===== src/rtl/adpcm_pkg.sv =====
// Shared constants and types for the IMA ADPCM step tracker.
package adpcm_pkg;

   localparam logic [6:0] MAX_INDEX = 7'd88;

   // IMA ADPCM step sizes, indexed by the step index 0..88.
   localparam logic [15:0] STEP_TABLE [0:88] = '{
      16'd7,     16'd8,     16'd9,     16'd10,    16'd11,    16'd12,    16'd13,    16'd14,
      16'd16,    16'd17,    16'd19,    16'd21,    16'd23,    16'd25,    16'd28,    16'd31,
      16'd34,    16'd37,    16'd41,    16'd45,    16'd50,    16'd55,    16'd60,    16'd66,
      16'd73,    16'd80,    16'd88,    16'd97,    16'd107,   16'd118,   16'd130,   16'd143,
      16'd157,   16'd173,   16'd190,   16'd209,   16'd230,   16'd253,   16'd279,   16'd307,
      16'd337,   16'd371,   16'd408,   16'd449,   16'd494,   16'd544,   16'd598,   16'd658,
      16'd724,   16'd796,   16'd876,   16'd963,   16'd1060,  16'd1166,  16'd1282,  16'd1411,
      16'd1552,  16'd1707,  16'd1878,  16'd2066,  16'd2272,  16'd2499,  16'd2749,  16'd3024,
      16'd3327,  16'd3660,  16'd4026,  16'd4428,  16'd4871,  16'd5358,  16'd5894,  16'd6484,
      16'd7132,  16'd7845,  16'd8630,  16'd9493,  16'd10442, 16'd11487, 16'd12635, 16'd13899,
      16'd15289, 16'd16818, 16'd18500, 16'd20350, 16'd22385, 16'd24623, 16'd27086, 16'd29794,
      16'd32767
   };

   // Step index adjustment by code magnitude (code[2:0]).
   localparam logic signed [7:0] IDX_ADJ [0:7] = '{
      -8'sd1, -8'sd1, -8'sd1, -8'sd1, 8'sd2, 8'sd4, 8'sd6, 8'sd8
   };

   typedef enum logic {
      WAIT_HDR = 1'b0,
      RUN      = 1'b1
   } state_t;

   // Saturating index update: signed add, then clamp into 0..MAX_INDEX.
   function automatic logic [6:0] adapt_index(input logic [6:0] index, input logic [2:0] mag);
      logic signed [7:0] sum;
      sum = $signed({1'b0, index}) + IDX_ADJ[mag];
      if (sum < 8'sd0)
         return 7'd0;
      else if (sum > $signed({1'b0, MAX_INDEX}))
         return MAX_INDEX;
      else
         return sum[6:0];
   endfunction

endpackage


===== src/rtl/adpcm_step_tracker.sv =====
// Per-channel IMA ADPCM decoder state: holds predictor and step index,
// feeds the external inverse quantizer and registers its result.
module adpcm_step_tracker
   import adpcm_pkg::*;
#(
   parameter int BLOCK_CODES = 504,
   parameter int CNT_W       = 10
) (
   input  logic        clk,
   input  logic        rst,
   input  logic        hdr_valid,
   output logic        hdr_ready,
   input  logic [15:0] hdr_predictor,
   input  logic [6:0]  hdr_index,
   input  logic        code_valid,
   output logic        code_ready,
   input  logic [3:0]  code,
   output logic [3:0]  iq_code,
   output logic [15:0] iq_step_size,
   output logic [15:0] iq_prev_predicted,
   input  logic [15:0] iq_predicted,
   output logic        out_valid,
   input  logic        out_ready,
   output logic [15:0] out_sample,
   output logic        block_done
);

   localparam logic [CNT_W-1:0] LAST_CODE = CNT_W'(BLOCK_CODES - 1);

   state_t            state_reg, state_next;
   logic [15:0]       pred_reg, pred_next;
   logic [6:0]        index_reg, index_next;
   logic [CNT_W-1:0]  count_reg, count_next;
   logic              out_valid_reg, out_valid_next;
   logic [15:0]       out_sample_reg, out_sample_next;
   logic              slot_free;

   assign slot_free         = !out_valid_reg || out_ready;
   assign iq_code           = code;
   assign iq_step_size      = STEP_TABLE[index_reg];
   assign iq_prev_predicted = pred_reg;
   assign out_valid         = out_valid_reg;
   assign out_sample        = out_sample_reg;

   // Next-state, handshakes and datapath updates.
   always_comb begin
      state_next      = state_reg;
      pred_next       = pred_reg;
      index_next      = index_reg;
      count_next      = count_reg;
      out_valid_next  = out_valid_reg;
      out_sample_next = out_sample_reg;
      hdr_ready       = 1'b0;
      code_ready      = 1'b0;
      block_done      = 1'b0;

      // Held sample leaves when downstream takes it; a new accept reloads below.
      if (out_ready)
         out_valid_next = 1'b0;

      case (state_reg)
         WAIT_HDR: begin
            hdr_ready = slot_free && !rst;
            if (hdr_valid && hdr_ready) begin
               pred_next       = hdr_predictor;
               index_next      = (hdr_index > MAX_INDEX) ? MAX_INDEX : hdr_index;
               out_sample_next = hdr_predictor;
               out_valid_next  = 1'b1;
               count_next      = '0;
               state_next      = RUN;
            end
         end
         RUN: begin
            code_ready = slot_free && !rst;
            if (code_valid && code_ready) begin
               pred_next       = iq_predicted;
               out_sample_next = iq_predicted;
               out_valid_next  = 1'b1;
               index_next      = adapt_index(index_reg, code[2:0]);
               if (count_reg == LAST_CODE) begin
                  block_done = 1'b1;
                  count_next = '0;
                  state_next = WAIT_HDR;
               end else begin
                  count_next = count_reg + 1'b1;
               end
            end
         end
         default: state_next = WAIT_HDR;
      endcase
   end

   // State register with synchronous reset.
   always_ff @(posedge clk) begin
      if (rst) begin
         state_reg      <= WAIT_HDR;
         pred_reg       <= '0;
         index_reg      <= '0;
         count_reg      <= '0;
         out_valid_reg  <= 1'b0;
         out_sample_reg <= '0;
      end else begin
         state_reg      <= state_next;
         pred_reg       <= pred_next;
         index_reg      <= index_next;
         count_reg      <= count_next;
         out_valid_reg  <= out_valid_next;
         out_sample_reg <= out_sample_next;
      end
   end

endmodule

===== config.mk =====
export PLATFORM = sky130hd
export DESIGN_NAME = adpcm_step_tracker
export DESIGN_NICKNAME = d
export VERILOG_FILES = /design/src/rtl/adpcm_pkg.sv /design/src/rtl/adpcm_step_tracker.sv
export SDC_FILE = /design/constraint.sdc
export NUM_CORES = 1
export LEC_CHECK = 0
export CORE_AREA = 2 2 96 98
export DETAILED_ROUTE_END_ITERATION = 7
export DIE_AREA = 0 0 98 100
export PLACE_DENSITY = 0.77
export RECOVER_POWER = 100
export REMOVE_ABC_BUFFERS = 1
export SLEW_MARGIN = 15
export SYNTH_ARGS = -nofsm -noshare
export SYNTH_HDL_FRONTEND = slang
export SYNTH_SLANG_ARGS = --single-unit

===== constraint.sdc =====
create_clock -name clk -period 7.41 [get_ports clk]
set_input_delay 1.482 -clock clk [delete_from_list [all_inputs] [get_ports clk]]
set_output_delay 1.482 -clock clk [all_outputs]
set_load 0.005 [all_outputs]

==> run metrics, run 1 <==
outcome finished, final reports clean; actual slew at the worst max-slew pin 1360 ps; max_cap viols 0; vias in the first global route around 3.8k; DP Area about 0.0047 mm2; max_slew headroom 9.32%; CTS tree yes; Via Count just over 4k; Final Util a little over half; ys async rst share 0%; Post-synth top flop dfxtp_1; grt met2 use about 38%; Worst Path Arrival roughly 3800 ps; Synth Area per Inst about 7.4 um2; RR Startpoint state_reg$_SDFF_PP0_; Post-Syn Instances 524; ranking of synthesized cells by area dfxtp_1, ha_1, nor2_1, a211oi_1, mux2i_1; Setup crit start kind primary input; post-CTS setup repair buffer count 0; vias per cell approximately 6.0; worst setup path class in -> out; nets 644; largest net degree at the start of global routing 75; filler instances roughly 840; top cell type's share of synthesized area between 10% and 20%; Starting Density a little over two fifths; Cell Area, Synth 0.00387 mm2; Multi-input gate area around 0.0028 mm2; final worst path period share between 70% and 80%; Die Footprint 0.00980 mm2; PostCTS Resize Cnt 0; Seq/Total Area, Yosys between 10% and 20%; Final setup viols 0; TNS Setup 0 ps; Final Cell Area roughly 0.0048 mm2; Pre-Repair DR Iteration Count 5; final wirelength 10800 um; number of flops mapped to enable cells by yosys 0; GR Layer Usage met3 3.97%; most common cell after layout, fill and taps aside nor2_1; # diodes 0; drt first-iter violations ~320; Critical Path Start rst; nature of the critical path endpoint output pin; ANT nets after route 0; first-pass GRT wire length 18000 um; DRC violations left 0; clk buf depth 2; Clock Skew between 4 and 5 ps; Ports 104; Max Fclk around 190 MHz; max reg flops 16; post-DP HPWL roughly 7800 um; RSZ-0062 raised after global routing false; ratio of cells with drive above 1 in the final layout 5.59%; Final Max Tran Viols 0; gr ovfl total 0; FP Rows 35; initial antenna violation count 0; Hold WC Path Type reg -> reg; global route hottest layer met2; commonest non-fill, non-tap cells in the layout nor2_1, dlygate4sd3_1, clkdlybuf4s50_1; Die Span X ~100 um; Area Growth Syn to Fin 23.5%; Num CTS Buffers 5; Clock Tree Root clkbuf_8; GR Layer Usage met1 ~28%; Leakage between 1.5 and 2 nW; Synth cell types slightly below 80; Worst-path clk slew 70 ps; GP Congestion a little under 0.9; PortBufs 100; worst-skew pair later-pin latency approximately 280 ps; Worst IR Drop VDD around 86 uV; Tmin final around 5300 ps; Hold Buf Count CTS 0; Clock Sinks 35; required time of the critical path between 5000 and 6000 ps; final hold violations 0; FF/Latch Area roughly 700 um2; chip height approximately 100 um; total global-route track usage approximately 22%; hold wc startpoint count_reg[1]$_SDFFE_PP0P_; core area between 0.008 and 0.009 mm2; CP Max Fanout 30; YS warnings 0; Wirelength per Cell approximately 16 um; H-tree depth 2; Pwr per Cell Area between 100 and 150 mW/mm2; flops & latches, synth 35; post-synth top area cell dfxtp_1
-- logic make-up (layout without fill, tap and decap cells) --
logic type | Yosys count | after routing | share of synthesized area [%]
muxes | 23 | 23 | 6.28
and+or+nand+nor | 176 | 176 | 22.8
AOI/OAI and AO/OA | 173 | 173 | 31.6
adders and majority gates | 25 | 25 | 8.28
buffers and inverters | 81 | 129 | 10.5
xor gates and xnor gates | 10 | 10 | 2.26
DFF | 35 | 35 | 18.1
other | 1 | 1 | 0.0970
-- metrics by stage --
step	hold slack [ps]	instances	power [mW]	setup WS [ps]
floorplan	452	456	0.433	2020
global placement	469	675	0.570	2770
detailed placement	488	675	0.576	2720
CTS	499	683	0.709	2400
global route	527	683	0.744	1980
finish	497	683	0.697	2150
-- report_power, final --
group          switching (mW)  total, mW  internal (mW)
registers              0.0175      0.218          0.200
logic                   0.183      0.345          0.162
clock network          0.0684      0.134         0.0656
-- per-layer routing --
layer  up-vias  share of wire [%]
met4         0                1.1
met1      1857                 41
met2       234                 48
li1       1996                  -
met5         -                  0
met3        19                9.9
-- final timing paths --
check | endpoint | slack [ps] | cells past startpoint
max | hdr_ready | 2150 | 4
min | count_reg[1]$_SDFFE_PP0P_ | 500 | 2
max reg2reg | count_reg[9]$_SDFFE_PP0P_ | 4510 | 8
min reg2reg | count_reg[1]$_SDFFE_PP0P_ | 500 | 2
-- cells in the mapped netlist, drive strengths merged (3+ instances only) --
| library cell | n |
|---|---|
| inv | 11 |
| nor3b | 4 |
| a21oi | 34 |
| o311ai | 4 |
| or3 | 3 |
| nand2b | 14 |
| o32ai | 4 |
| o31ai | 3 |
| a31oi | 11 |
| xnor2 | 5 |
| nand3 | 11 |
| a211oi | 33 |
| buf | 45 |
| a32oi | 3 |
| o21ai | 34 |
| o221ai | 4 |
| ha | 24 |
| xor2 | 5 |
| nor3 | 9 |
| a21o | 4 |
| mux2i | 22 |
| and3 | 3 |
| nand2 | 40 |
| o211a | 6 |
| a311oi | 4 |
| dfxtp | 35 |
| o211ai | 6 |
| nand3b | 6 |
| clkbuf | 23 |
| nor2b | 5 |
| nor2 | 64 |
-- area by class of cell --
cell class	count	share of cell area, %
clock buffer	6	1.52
clock inverter	2	0.262
inverter	13	1.02
multi-input combinational	408	57.6
sequential	35	14.7
tap	111	2.91
timing repair buffer	108	22.0
-- critical path, stage by stage --
cell and delay (ps):
dlygate4sd3_1 550, clkbuf_1 990, nor3_1 100, dlygate4sd3_1 650
No activity file was read; power rests on OpenSTA's default activity.
==> inputs of run 2 (changes only) <==
Settings changed: PLACE_DENSITY 0.77 to 0.8.
Clock period 7.41 ns to 4.47 ns, I/O delays scaled along.
==> run metrics, run 2 (synthesis gave the netlist of run 1 again) <==
final worst path period share between 90% and 100%; Num CTS Buffers 5; CP peak stage delay between 900 and 1000 ps; ANT nets after route 0; Hold Buf Count CTS 0; Crit-path slowest cell clkbuf_1; first-pass GRT wire length ~18000 um; hold slack final ~510 ps; # diodes 0; depth of the worst register-to-register path 7; ratio of cells with drive above 1 in the final layout between 6 and 7%; Die Span X ~98 um; Worst-path clk slew around 70 ps; nature of the critical path endpoint output pin; max reg flops 16; Setup crit start kind primary input; final hold violations 0; H-tree depth 2; Worst Path Arrival 3130 ps; CTS tree yes; Clock Sinks 35; post-DP HPWL slightly above 8000 um; max_slew headroom 11.2%; filler instances ~800; outcome finished, final reports clean; Worst IR Drop VDD ~170 uV; DRC violations left 0; vias in the first global route between 3k and 4k; CP Max Fanout 30; PortBufs 100; final setup margin about 440 ps; Area Growth Syn to Fin 24.7%; GP Congestion 0.953; Tmin final slightly above 4000 ps; PostCTS Resize Cnt 0; commonest non-fill, non-tap cells in the layout nor2_1, clkdlybuf4s50_1, dlygate4sd3_1; RSZ-0062 raised after global routing false; Pwr per Cell Area between 200 and 250 mW/mm2; drt first-iter violations around 220; Hold Path End count_reg[1]$_SDFFE_PP0P_; Final Max Tran Viols 0; worst setup path class in -> out; Pre-Repair DR Iteration Count 4; nets 651; Critical Path, Cell by Cell dlygate4sd3_1 -> clkbuf_1 -> nor3_1 -> clkdlybuf4s50_1; chip height 100 um; RR Startpoint index_reg[4]$_SDFFE_PP0P_; Crit Reg-Reg Endpoint index_reg[1]$_SDFFE_PP0P_; Clock Tree Root clkbuf_8; Final setup viols 0; Die Footprint roughly 0.01 mm2; Starting Density a little over two fifths; Wirelength per Cell 16.1 um; actual slew at the worst max-slew pin roughly 1300 ps; dpl ws about 750 ps; Hold WC Path Type reg -> reg; gr ovfl total 0; largest net degree at the start of global routing 46; initial antenna violation count 0; FP Rows 35; worst-skew pair later-pin latency 290 ps; worst hold path stage count 2; required time of the critical path approximately 3600 ps; most common cell after layout, fill and taps aside nor2_1; Ports ~100; max_cap viols 0; Via Count roughly 4k; Max Fclk between 200 and 250 MHz; Clock Skew between 7 and 8 ps; final wirelength around 11000 um; clk buf depth 2; Leakage around 1.9 nW; core area 0.00889 mm2; vias per cell 5.95; post-CTS setup repair buffer count 0; reg2reg setup slack 1500 ps; hold wc startpoint count_reg[1]$_SDFFE_PP0P_; total global-route track usage 22.2%
==> run 2: changes by cell type in the layout (fill, tap and decap cells not counted) <==
cell / before / now
dfxtp_1: 33 / 34
clkbuf_2: 0 / 2
o21ba_1: 0 / 1
clkbuf_1: 4 / 3
buf_4: 5 / 11
dlygate4sd3_1: 55 / 50
dfxtp_2: 2 / 1
o21ba_2: 1 / 0
clkdlybuf4s50_1: 45 / 50
o21ai_2: 3 / 2
o21ai_0: 31 / 32
==> run 2: worst max-delay path, delay by kind of cell <==
| kind | cells | cell delay [ps] |
|---|---|---|
| buf+inv | 3 | 2110 |
| simple gates | 1 | 120 |
==> run 2: area by class of cell <==
type / count / area, um2 / area share [%]
multi-input combinational: 408 / 2750 / 57.0
timing repair buffer: 115 / 1100 / 22.8
sequential: 35 / 702 / 14.6
tap: 111 / 139 / 2.88
clock buffer: 6 / 72.6 / 1.50
inverter: 13 / 48.8 / 1.01
clock inverter: 2 / 12.5 / 0.259
==> run 2: metal layers <==
| metal | track usage [%] | part of all wire [%] |
|---|---|---|
| met5 | 0 | 0 |
| met4 | 7.59 | 2.8 |
| met3 | 4.67 | 8.4 |
| met2 | 37.9 | 47 |
| met1 | 27.8 | 41 |
==> run 2: metrics by stage <==
stage / util (%) / cell area (um2) / power [mW] / TNS [ps] / cells
after detailed placement: 53.6 / 4770 / 0.965 / 0 / 682
after global placement: 53.6 / 4770 / 0.952 / 0 / 682
final: 54.2 / 4820 / 1.17 / 0 / 690
after global routing: 54.2 / 4820 / 1.25 / 0 / 690
after floorplan: - / 3510 / 0.718 / -3200 / 456
after CTS: 54.6 / 4850 / 1.19 / 0 / 690
==> run 2: worst max-delay path by stage <==
stage                                endpoint  cells past startpoint  slack, ps                      start
floorplan           count_reg[6]$_SDFFE_PP0P_                      6       -510       state_reg$_SDFF_PP0_
global placement    index_reg[0]$_SDFFE_PP0P_                     10        900                    code[2]
detailed placement  index_reg[1]$_SDFFE_PP0P_                     10        750                    code[2]
CTS                           iq_step_size[2]                      9        570  index_reg[1]$_SDFFE_PP0P_
global route                  iq_step_size[7]                     10        220  index_reg[1]$_SDFFE_PP0P_
finish                              hdr_ready                      4        440                        rst
==> run 2: where the power goes <==
group / internal (mW) / switching (mW)
Combinational: 0.275 / 0.300
Clock: 0.109 / 0.117
Sequential: 0.332 / 0.0334
